`config.mk`:
```
export PLATFORM = sky130hd
export DESIGN_NAME = routing_unit
export DESIGN_NICKNAME = d
export VERILOG_FILES = /design/src/rtl/noc_pkg.sv /design/src/rtl/route_compute.sv /design/src/rtl/routing_unit.sv
export SDC_FILE = /design/constraint.sdc
export NUM_CORES = 1
export LEC_CHECK = 0
export CAP_MARGIN = 20
export CORE_MARGIN = 5
export CORE_UTILIZATION = 46
export CTS_CLUSTER_SIZE = 14
export DETAILED_ROUTE_END_ITERATION = 8
export PLACE_DENSITY = 0.82
export SYNTH_ARGS = -nofsm -noshare
export SYNTH_HDL_FRONTEND = slang
export SYNTH_SLANG_ARGS = --single-unit
```
`constraint.sdc`:
```
create_clock -name clk -period 2.4 [get_ports clk]
set_input_delay 0.36 -clock clk [delete_from_list [all_inputs] [get_ports clk]]
set_output_delay 0.36 -clock clk [all_outputs]
set_load 0.05 [all_outputs]
```
`src/rtl/noc_pkg.sv`:
```
// Shared mesh-router definitions: output port order, one-hot request encodings,
// routing modes and the per-input routing state.
package noc_pkg;

   localparam int NUM_PORTS  = 5;

   localparam int PORT_LOCAL = 0;
   localparam int PORT_NORTH = 1;
   localparam int PORT_EAST  = 2;
   localparam int PORT_SOUTH = 3;
   localparam int PORT_WEST  = 4;

   // Port 0 (local) maps to the MSB so the request vector reads in port order.
   localparam logic [NUM_PORTS-1:0] REQ_LOCAL = 5'b10000 >> PORT_LOCAL;
   localparam logic [NUM_PORTS-1:0] REQ_NORTH = 5'b10000 >> PORT_NORTH;
   localparam logic [NUM_PORTS-1:0] REQ_EAST  = 5'b10000 >> PORT_EAST;
   localparam logic [NUM_PORTS-1:0] REQ_SOUTH = 5'b10000 >> PORT_SOUTH;
   localparam logic [NUM_PORTS-1:0] REQ_WEST  = 5'b10000 >> PORT_WEST;

   typedef enum logic [1:0] {
      MODE_XY   = 2'd0,
      MODE_YX   = 2'd1,
      MODE_WF   = 2'd2,
      MODE_RSVD = 2'd3
   } route_mode_t;

   typedef enum logic {
      IDLE   = 1'b0,
      ROUTED = 1'b1
   } rstate_t;

endpackage

```
`src/rtl/route_compute.sv`:
```
// Combinational route function: destination + mode -> one-hot output request.
// Latency: zero (pure logic). Backpressure: none, out_free only steers west-first choice.
// Reserved mode behaves as XY; destination equal to this node always routes local.
module route_compute
   import noc_pkg::*;
#(
   parameter int X_LOC = 0,
   parameter int Y_LOC = 0,
   parameter int XW    = 2,
   parameter int YW    = 2
) (
   input  logic [XW-1:0]        x_dest,
   input  logic [YW-1:0]        y_dest,
   input  route_mode_t          mode,
   input  logic [NUM_PORTS-1:0] out_free,
   output logic [NUM_PORTS-1:0] req
);

   logic                 go_east;
   logic                 go_west;
   logic                 go_north;
   logic                 go_south;
   logic [NUM_PORTS-1:0] req_xy;
   logic [NUM_PORTS-1:0] req_yx;
   logic [NUM_PORTS-1:0] req_vert;

   always_comb begin
      go_east  = int'(x_dest) > X_LOC;
      go_west  = int'(x_dest) < X_LOC;
      go_north = int'(y_dest) > Y_LOC;
      go_south = int'(y_dest) < Y_LOC;

      req_vert = go_north ? REQ_NORTH : (go_south ? REQ_SOUTH : REQ_LOCAL);

      req_xy = REQ_LOCAL;
      if (go_east)       req_xy = REQ_EAST;
      else if (go_west)  req_xy = REQ_WEST;
      else if (go_north) req_xy = REQ_NORTH;
      else if (go_south) req_xy = REQ_SOUTH;

      req_yx = REQ_LOCAL;
      if (go_north)      req_yx = REQ_NORTH;
      else if (go_south) req_yx = REQ_SOUTH;
      else if (go_east)  req_yx = REQ_EAST;
      else if (go_west)  req_yx = REQ_WEST;

      req = req_xy;
      case (mode)
         MODE_YX: req = req_yx;
         MODE_WF: begin
            // Westward hops go first and deterministically; otherwise pick among
            // productive ports, east preferred, east again if nothing is free.
            if (go_west) begin
               req = REQ_WEST;
            end else if (go_east && (go_north || go_south)) begin
               if ((out_free & REQ_EAST) != '0)      req = REQ_EAST;
               else if ((out_free & req_vert) != '0) req = req_vert;
               else                                  req = REQ_EAST;
            end else begin
               req = req_xy;
            end
         end
         default: req = req_xy;
      endcase
   end

endmodule

```
`src/rtl/routing_unit.sv`:
```
// Per-input route unit: computes the route on a head flit and holds it until the tail is granted.
// Latency: one cycle from head sample to registered request.
// Backpressure: route stays locked while ungranted; watchdog pulses o_stall every STALL_CYCLES idle-grant cycles.
`ifndef X_NODES
`define X_NODES 4
`endif
`ifndef Y_NODES
`define Y_NODES 4
`endif
`ifndef M
`define M 5
`endif

module routing_unit
   import noc_pkg::*;
#(
   parameter int X_LOC        = 0,
   parameter int Y_LOC        = 0,
   parameter int X_NODES      = `X_NODES,
   parameter int Y_NODES      = `Y_NODES,
   parameter int M            = `M,
   parameter int STALL_CYCLES = 64
) (
   input  logic                       clk,
   input  logic                       reset_n,
   input  logic                       i_val,
   input  logic                       i_head,
   input  logic                       i_tail,
   input  logic [$clog2(X_NODES)-1:0] i_x_dest,
   input  logic [$clog2(Y_NODES)-1:0] i_y_dest,
   input  logic [1:0]                 i_mode,
   input  logic [M-1:0]               i_out_free,
   input  logic                       i_grant,
   output logic [M-1:0]               o_output_req,
   output logic                       o_locked,
   output logic                       o_err,
   output logic                       o_stall
);

   localparam int XW  = $clog2(X_NODES);
   localparam int YW  = $clog2(Y_NODES);
   localparam int WDW = $clog2(STALL_CYCLES + 1);

   rstate_t        state_q, state_d;
   route_mode_t    mode;
   logic [M-1:0]   route;
   logic [M-1:0]   req_q, req_d;
   logic           err_q, err_d;
   logic           stall_q, stall_d;
   logic [WDW-1:0] wd_q, wd_d, wd_inc;
   logic           dest_ok;

   assign mode    = route_mode_t'(i_mode);
   // Only non-power-of-2 meshes can present an unreachable coordinate.
   assign dest_ok = (int'(i_x_dest) < X_NODES) && (int'(i_y_dest) < Y_NODES);
   assign wd_inc  = wd_q + 1'b1;

   route_compute #(
      .X_LOC (X_LOC),
      .Y_LOC (Y_LOC),
      .XW    (XW),
      .YW    (YW)
   ) u_route_compute (
      .x_dest   (i_x_dest),
      .y_dest   (i_y_dest),
      .mode     (mode),
      .out_free (i_out_free),
      .req      (route)
   );

   always_comb begin
      state_d = state_q;
      req_d   = req_q;
      err_d   = err_q;
      stall_d = 1'b0;
      wd_d    = '0;
      case (state_q)
         IDLE: begin
            if (i_val) begin
               if (!i_head || !dest_ok) begin
                  err_d = 1'b1;
               end else begin
                  req_d   = route;
                  state_d = ROUTED;
               end
            end
         end
         ROUTED: begin
            if (i_val && i_head) err_d = 1'b1;
            if (i_val && i_grant && i_tail) begin
               req_d   = '0;
               state_d = IDLE;
            end else if (!i_grant) begin
               // Counter wraps at the threshold so the pulse repeats while stuck.
               if (wd_inc == WDW'(STALL_CYCLES)) stall_d = 1'b1;
               else                              wd_d    = wd_inc;
            end
         end
      endcase
   end

   always_ff @(posedge clk or negedge reset_n) begin
      if (!reset_n) begin
         state_q <= IDLE;
         req_q   <= '0;
         err_q   <= 1'b0;
         stall_q <= 1'b0;
         wd_q    <= '0;
      end else begin
         state_q <= state_d;
         req_q   <= req_d;
         err_q   <= err_d;
         stall_q <= stall_d;
         wd_q    <= wd_d;
      end
   end

   assign o_output_req = req_q;
   assign o_locked     = (state_q == ROUTED);
   assign o_err        = err_q;
   assign o_stall      = stall_q;

endmodule

```
==> impl_summary.txt, run 1 <==
----------------------------------------------------
[Logic synthesis]
  Synthesized-area fraction occupied by ao, oa, aoi and oai cells ... 10.4%
  Post-Syn Area ... 707 um2
  Mux share of post-synthesis cell area ... 0%
  Main combinational cell family by area after synthesis ... simple AND/OR/NAND/NOR gates
  Sequential share of the synthesized area ... 46.0%
  Biggest area contributors in the synthesized netlist ... sky130_fd_sc_hd__dfrtp_1 46%, sky130_fd_sc_hd__ha_1 5.3%, sky130_fd_sc_hd__nor2_1 5.3%
  Mean instance size in the synthesized netlist ... 9.68 um2
  Library cell with the largest summed area after synthesis ... sky130_fd_sc_hd__dfrtp_1
  Post-synthesis sequential element count ... 13
  Portion of synthesized cell area occupied by the leading cell type ... 46.0%
  Cells after Synth ... 73
  XOR/XNOR Fraction of Synth Area ... 6.19%
  Number of distinct library cells after synthesis ... 27
  Ys Warns ... 0
  Simple-gate portion of the synthesized area ... 27.3%
  Synthesized-area fraction occupied by adder cells ... 5.31%

[Clock network]
  TritonCTS clock tree ... built
  Setup Fix Bufs, Post-CTS ... 0
  Clock tree buffer depth ... 2
  # hold bufs at CTS ... 0
  Total number of H-tree levels ... 1
  Post-cts sizing count ... 0
  Skew-Pair Late Insertion Delay ... 0.27 ns
  Clock-pin slew reported for the worst setup and hold paths after clock tree synthesis ... 0.08 ns
  Number of sinks driven by the clock tree ... 13
  Root buf cell ... sky130_fd_sc_hd__clkbuf_4
  Total CTS buffers ... 3

[GRT]
  Wire length of the first global-routing pass ... 2520 um
  Gr usage total ... 13.6%
  Number of antenna violations at the first check in global routing ... 0
  Remaining global-route overflow ... 0
  Pin count of the biggest net entering global routing ... 14
  Vias in the first global route ... 632

[Place]
  Pre-CTS setup slack ... 0.487 ns
  Count of input and output buffers ... 19
  Sum of net half-perimeters after detailed placement ... 1120 um
  Placed instance count ... 107
  Routability congestion estimate ... 0.732

[Power and ir drop]
  Leakage power of the design ... 0.414 nW
  Power per cell area ... 622 nW/um2
  Maximum vdd ir drop ... 344 uV

[Setup path]
  Arrival time at the worst endpoint ... 1.57 ns
  Largest delay contributor family on the critical path ... buffers and inverters
  Crit-path max FO ... 7
  Kind of start point of the critical path ... flip-flop
  Category of the worst setup path capture point ... output pin
  Critical register-to-register path startpoint ... wd_q[0]
  Number of buffers and inverters on the critical path ... 1
  Slack of the worst reg-to-reg path ... 0.98 ns
  Critical register-to-register path endpoint ... o_stall
  Cell with the largest stage delay on the worst path ... sky130_fd_sc_hd__clkdlybuf4s50_1
  Crit Path Category ... flip-flop to output pin
  Critical-path cell list ... clkdlybuf4s50_1
  Count of cells along the worst register-to-register path ... 4
  Worst Path Required ... 2.04 ns
  Delay of the slowest cell on the worst path ... 0.84 ns

[STA]
  Actual slew at the worst max-slew pin ... 0.563 ns
  Period utilization ... 80.6%
  Final count of negative-setup-slack endpoints ... 0
  Post-route setup slack ... 0.465 ns
  Final-report hold violation count ... 0
  Normalized max-slew margin ... 62.3%
  Final critical path time including I/O delays and setup ... 1.93 ns
  Number of slew-limit violations in the final report ... 0
  Max Clk Rate ... 517 MHz
  Unrepaired setup endpoints after global routing ... false
  Clock tree skew after final layout ... 0.00120 ns
  Setup total negative slack ... 0 ns

[Layout]
  Final design utilization ... 62.6%
  Most common library cell in the layout ignoring fill and taps ... sky130_fd_sc_hd__clkdlybuf4s50_1
  Post-layout nets ... 116
  Share of final-layout standard cells stronger than drive strength 1 ... 10.5%
  Most used cells in the layout excluding fill and tap cells ... 19 x sky130_fd_sc_hd__clkdlybuf4s50_1, 13 x sky130_fd_sc_hd__dfrtp_1, 10 x sky130_fd_sc_hd__nor2_1
  Non-filler cells in the finished layout ... 111
  Area Growth Syn to Fin ... 31.9%
  Antenna cells ... 0

[Floorplan]
  Area enclosed by the die boundary ... 2420 um2
  I/O pin count ... 25
  Starting density of the core ... 47.5%
  Chip width ... 49.2 um
  Y dimension of the die ... 49.2 um
  Area of the placeable core ... 1490 um2
  Number of core rows ... 14

[Drt]
  Final ANT Viol Nets ... 0
  Final WL ... 1380 um
  Wire per inst ... 12.4 um
  Total iterations of the first detailed-routing run ... 2
  Starting DRC count in detailed routing ... 2
  Final routed DRC violation total ... 0
  Vias per std cell ... 5.31
  Vias ... 589

[Run status]
  Status ... finished, final reports clean

[Worst hold path]
  Hold Crit Class ... primary input to asynchronous set/reset pin

[Job]
  Number of maximum-capacitance violations ... 0

----------------------------------------------------
## power breakdown
group	leakage [nW]	internal (W)	switching [W]
clock network	0.0150	0.0000644	0.0000688
registers	0.171	0.000240	0.0000206
logic	0.228	0.0000742	0.000112
total	0.414	0.000379	0.000201
## registers in the layout, indices dropped and copies added, names as in the netlist
signal        flops
wd_q              7
o_output_req      3
o_locked          1
o_stall           1
o_err             1
## synth_stat cells
library cell	instances
sky130_fd_sc_hd__dfrtp_1	13
sky130_fd_sc_hd__nor2_1	10
sky130_fd_sc_hd__nand2_1	7
sky130_fd_sc_hd__nand3_1	5
sky130_fd_sc_hd__inv_1	4
sky130_fd_sc_hd__ha_1	3
sky130_fd_sc_hd__or2_2	3
sky130_fd_sc_hd__xor2_1	3
sky130_fd_sc_hd__a32o_1	2
sky130_fd_sc_hd__buf_4	2
sky130_fd_sc_hd__nand2b_1	2
sky130_fd_sc_hd__nand4_1	2
sky130_fd_sc_hd__nor2b_1	2
sky130_fd_sc_hd__xnor2_1	2
sky130_fd_sc_hd__a21o_1	1
sky130_fd_sc_hd__a21oi_1	1
sky130_fd_sc_hd__a221oi_1	1
sky130_fd_sc_hd__and2_1	1
sky130_fd_sc_hd__and2_4	1
sky130_fd_sc_hd__and3_1	1
sky130_fd_sc_hd__conb_1	1
sky130_fd_sc_hd__nor3_1	1
sky130_fd_sc_hd__nor3_2	1
sky130_fd_sc_hd__o21ai_0	1
sky130_fd_sc_hd__o2bb2a_4	1
sky130_fd_sc_hd__o31ai_1	1
sky130_fd_sc_hd__or4_4	1
## metrics by stage
stage | area [um2] | power (W) | hold slack, ns
after floorplan | 711 | 0.000379 | 0.0644
after CTS | 932 | 0.000585 | 0.460
after global routing | 932 | 0.000618 | 0.481
after global placement | 906 | 0.000447 | 0.442
after detailed placement | 906 | 0.000452 | 0.446
final | 932 | 0.000580 | 0.446
## logic make-up (layout without fill, tap and decap cells)
| family | after synthesis | in the layout |
|---|---|---|
| AOI/OAI and AO/OA | 8 | 8 |
| xor gates and xnor gates | 5 | 5 |
| adders and majority gates | 3 | 3 |
| buffers and inverters | 6 | 27 |
| DFF | 13 | 13 |
| other | 1 | 2 |
| and+or+nand+nor | 37 | 37 |
## worst max path at each step
stage               from              end  slack (ns)  depth (start not counted)
2_1_floorplan   o_locked          wd_q[6]        1.05                          4
3_3_place_gp   i_mode[0]  o_output_req[3]        0.53                          6
3_5_place_dp   i_mode[0]  o_output_req[2]        0.49                          6
4_1_cts         o_locked         o_locked        0.44                          1
5_1_grt         o_locked         o_locked        0.40                          1
6_report        o_locked         o_locked        0.47                          1
## routing by layer
metal / track usage, % / vias to the layer above / share of wire (%)
met1: 14.2 / 279 / 39
met5: 0 / - / 0
met4: 12.1 / 0 / 3.5
met3: 1.53 / 4 / 5.2
met2: 23.2 / 16 / 52
li1: - / 290 / -
## final cells by class
type                            count  area [um2]
Clock buffer                        4        26.3
Fill cell                         128         557
Inverter                            4        15.0
Multi-Input combinational cell     55         355
Sequential cell                    13         325
Tap cell                           16        20.0
Timing Repair Buffer               19         190
Power figures use the tool's default switching activity.
==> run 2: changes to the inputs <==
--- a/config.mk
+++ b/config.mk
@@ -7,10 +7,10 @@
 export LEC_CHECK = 0
 export CAP_MARGIN = 20
 export CORE_MARGIN = 5
-export CORE_UTILIZATION = 46
+export CORE_UTILIZATION = 39
 export CTS_CLUSTER_SIZE = 14
 export DETAILED_ROUTE_END_ITERATION = 8
-export PLACE_DENSITY = 0.82
+export PLACE_DENSITY = 0.74
 export SYNTH_ARGS = -nofsm -noshare
 export SYNTH_HDL_FRONTEND = slang
 export SYNTH_SLANG_ARGS = --single-unit
==> constraint.sdc (replaced) <==
create_clock -name clk -period 1.6 [get_ports clk]
set_input_delay 0.24 -clock clk [delete_from_list [all_inputs] [get_ports clk]]
set_output_delay 0.24 -clock clk [all_outputs]
set_load 0.05 [all_outputs]
==> run 2 against run 1 <==
  * Combinational power grew 60%
  * Wire length grew 5.1%
  * Sequential cell count is the same
  * Sequential power grew 51%
  * Critical path type is now primary input to flip-flop
  * Critical endpoint is now o_output_req[4]
  * Largest cell class unchanged
  * Largest power group unchanged
  * Highest routed layer unchanged
==> impl_summary.txt, run 2 (same netlist as run 1, synthesis figures left out) <==
----------------------------------------------------
[Clock network]
  Clock tree buffer depth ... 2 (unchanged)
  Root buf cell ... sky130_fd_sc_hd__clkbuf_4 (unchanged)
  Skew-Pair Late Insertion Delay ... 0.26 ns (was 0.27 ns)
  Total CTS buffers ... 3 (unchanged)
  # hold bufs at CTS ... 0 (unchanged)
  Clock-pin slew reported for the worst setup and hold paths after clock tree synthesis ... 0.08 ns (about the same)
  Number of sinks driven by the clock tree ... 13 (unchanged)
  Total number of H-tree levels ... 1 (unchanged)
  TritonCTS clock tree ... built (unchanged)

[STA]
  Period utilization ... 95.6%
  Final critical path time including I/O delays and setup ... 1.53 ns
  Number of slew-limit violations in the final report ... 0 (unchanged)
  Final count of negative-setup-slack endpoints ... 0 (unchanged)
  Unrepaired setup endpoints after global routing ... false (unchanged)
  Max Clk Rate ... 654 MHz
  Clock tree skew after final layout ... 0.00175 ns (was 0.00120 ns)
  Final-report hold violation count ... 0 (unchanged)
  Post-route setup slack ... 0.0698 ns (was 0.465 ns)

[Place]
  Sum of net half-perimeters after detailed placement ... 1180 um (was 1120 um)
  Placed instance count ... 118 (was 107)
  Cell area after placement ... 930 um2 (was 906 um2)
  Routability congestion estimate ... 0.707 (was 0.732)
  Count of input and output buffers ... 19 (unchanged)
  Pre-CTS setup slack ... -0.226 ns (was 0.487 ns)

[Layout]
  Design area ... 962 um2 (was 932 um2)
  Number of flip-flops in the largest register ... 7 (unchanged)
  Most used cells in the layout excluding fill and tap cells ... 13 x sky130_fd_sc_hd__clkdlybuf4s50_1, 13 x sky130_fd_sc_hd__dfrtp_1, 10 x sky130_fd_sc_hd__nor2_1 (was 19 x sky130_fd_sc_hd__clkdlybuf4s50_1, 13 x sky130_fd_sc_hd__dfrtp_1, 10 x sky130_fd_sc_hd__nor2_1)
  Area Growth Syn to Fin ... 36.1% (was 31.9%)
  Share of final-layout standard cells stronger than drive strength 1 ... 19.6% (was 10.5%)
  Post-layout nets ... 118 (was 116)
  Fill cell instance count of the final layout ... 172 (was 128)
  Non-filler cells in the finished layout ... 122 (was 111)
  Final design utilization ... 55.7% (was 62.6%)
  Largest reg by FF count ... wd_q (unchanged)
  Antenna cells ... 0 (unchanged)

[Power and ir drop]
  Leakage power of the design ... 0.439 nW (was 0.414 nW)
  Total Power Consumption ... 0.000887 W (was 0.000580 W)
  Maximum vdd ir drop ... 540 uV (was 344 uV)
  Power per cell area ... 922 nW/um2 (was 622 nW/um2)

[Setup path]
  Count of cells along the worst register-to-register path ... 4 (unchanged)
  Number of cells on the critical path ... 7 (was 1)
  Arrival time at the worst endpoint ... 1.69 ns (was 1.57 ns)
  Category of the worst setup path capture point ... flip-flop (was output pin)
  Cell with the largest stage delay on the worst path ... sky130_fd_sc_hd__clkdlybuf4s50_1 (unchanged)
  CP most frequent cell ... sky130_fd_sc_hd__nor2_1
  Worst Path Required ... 1.76 ns (was 2.04 ns)
  Kind of start point of the critical path ... primary input (was flip-flop)
  Largest delay contributor family on the critical path ... buffers and inverters (unchanged)
  Delay of the slowest cell on the worst path ... 0.48 ns (was 0.84 ns)
  Critical-path cell list ... clkdlybuf4s50_1 > inv_1 > ha_1 > or2_2 > nor2_1 > nor2_1 > a32o_1 (was clkdlybuf4s50_1)
  Crit-path max FO ... 2 (was 7)
  Number of buffers and inverters on the critical path ... 2 (was 1)
  Crit Path Category ... primary input to flip-flop (was flip-flop to output pin)

[Drt]
  Vias ... 583 (was 589)
  Total length of routed met3 wires ... 63 um (was 72 um)
  Vias per std cell ... 4.78 (was 5.31)
  Top layer used by detailed routing ... met4 (unchanged)
  Total iterations of the first detailed-routing run ... 4 (was 2)
  Final WL ... 1450 um (was 1380 um)
  Wire per inst ... 11.9 um (was 12.4 um)
  Starting DRC count in detailed routing ... 6 (was 2)
  Final ANT Viol Nets ... 0 (unchanged)
  Routed met1 length ... 603 um (was 541 um)
  Final routed DRC violation total ... 0 (unchanged)
  Routed length on met2 ... 749 um (was 718 um)

[GRT]
  Vias in the first global route ... 577 (was 632)
  Remaining global-route overflow ... 0 (unchanged)
  Number of antenna violations at the first check in global routing ... 0 (unchanged)
  Pin count of the biggest net entering global routing ... 14 (unchanged)
  Gr usage total ... 12.0% (was 13.6%)
  Wire length of the first global-routing pass ... 2390 um (was 2520 um)

[Floorplan]
  Area of the placeable core ... 1730 um2 (was 1490 um2)
  Starting density of the core ... 40.9% (was 47.5%)
  Area enclosed by the die boundary ... 2760 um2 (was 2420 um2)
  Number of core rows ... 15 (was 14)
  Y dimension of the die ... 52.6 um (was 49.2 um)
  Chip width ... 52.6 um (was 49.2 um)
  I/O pin count ... 25 (unchanged)

[Job]
  Number of maximum-capacitance violations ... 0 (unchanged)

[Run status]
  Status ... finished, final reports clean (unchanged)

[Worst hold path]
  Hold Crit Class ... primary input to asynchronous set/reset pin (unchanged)

----------------------------------------------------
run 2: repair_timing:
action | in CTS | in global routing
resized for setup | 0 | 1
endpoints found under the setup margin | 0 | 1
setup buffers | 0 | 0
run 2: layer usage:
metal | global-route usage (%) | up-vias
met2 | 20.0 | 16
met3 | 2.85 | 2
met1 | 13.0 | 274
li1 | - | 291
met4 | 8.94 | 0
met5 | 0 | -
run 2: final cells by class:
type	count	area (um2)	area share [%]
Timing Repair Buffer	21	203	21.1
Inverter	4	15.0	1.56
Clock buffer	4	26.3	2.73
Multi-Input combinational cell	55	362	37.6
Tap cell	25	31.3	3.25
Sequential cell	13	325	33.8
run 2: path summary, 6_finish.rpt:
check,endpoint,slack (ns),startpoint
setup / recovery,o_output_req[4],0.07,i_mode[0]
hold / removal,o_stall,0.27,reset_n
setup reg to reg,o_stall,0.19,wd_q[0]
hold reg to reg,wd_q[0],0.47,wd_q[0]
max in group asynchronous,wd_q[2],1.17,reset_n
min in group clk,wd_q[0],0.47,wd_q[0]
run 2: power breakdown:
part / internal [W] / switching (W)
logic: 0.000126 / 0.000171
clock network: 0.0000963 / 0.0000990
registers: 0.000360 / 0.0000350
total: 0.000582 / 0.000305
run 2: per-stage QoR:
stage          TNS [ns]  hold slack, ns
6_report              0           0.271
3_3_place_gp     -0.405           0.445
2_1_floorplan         0         -0.0556
5_1_grt               0           0.265
4_1_cts               0           0.272
3_5_place_dp     -0.539           0.456
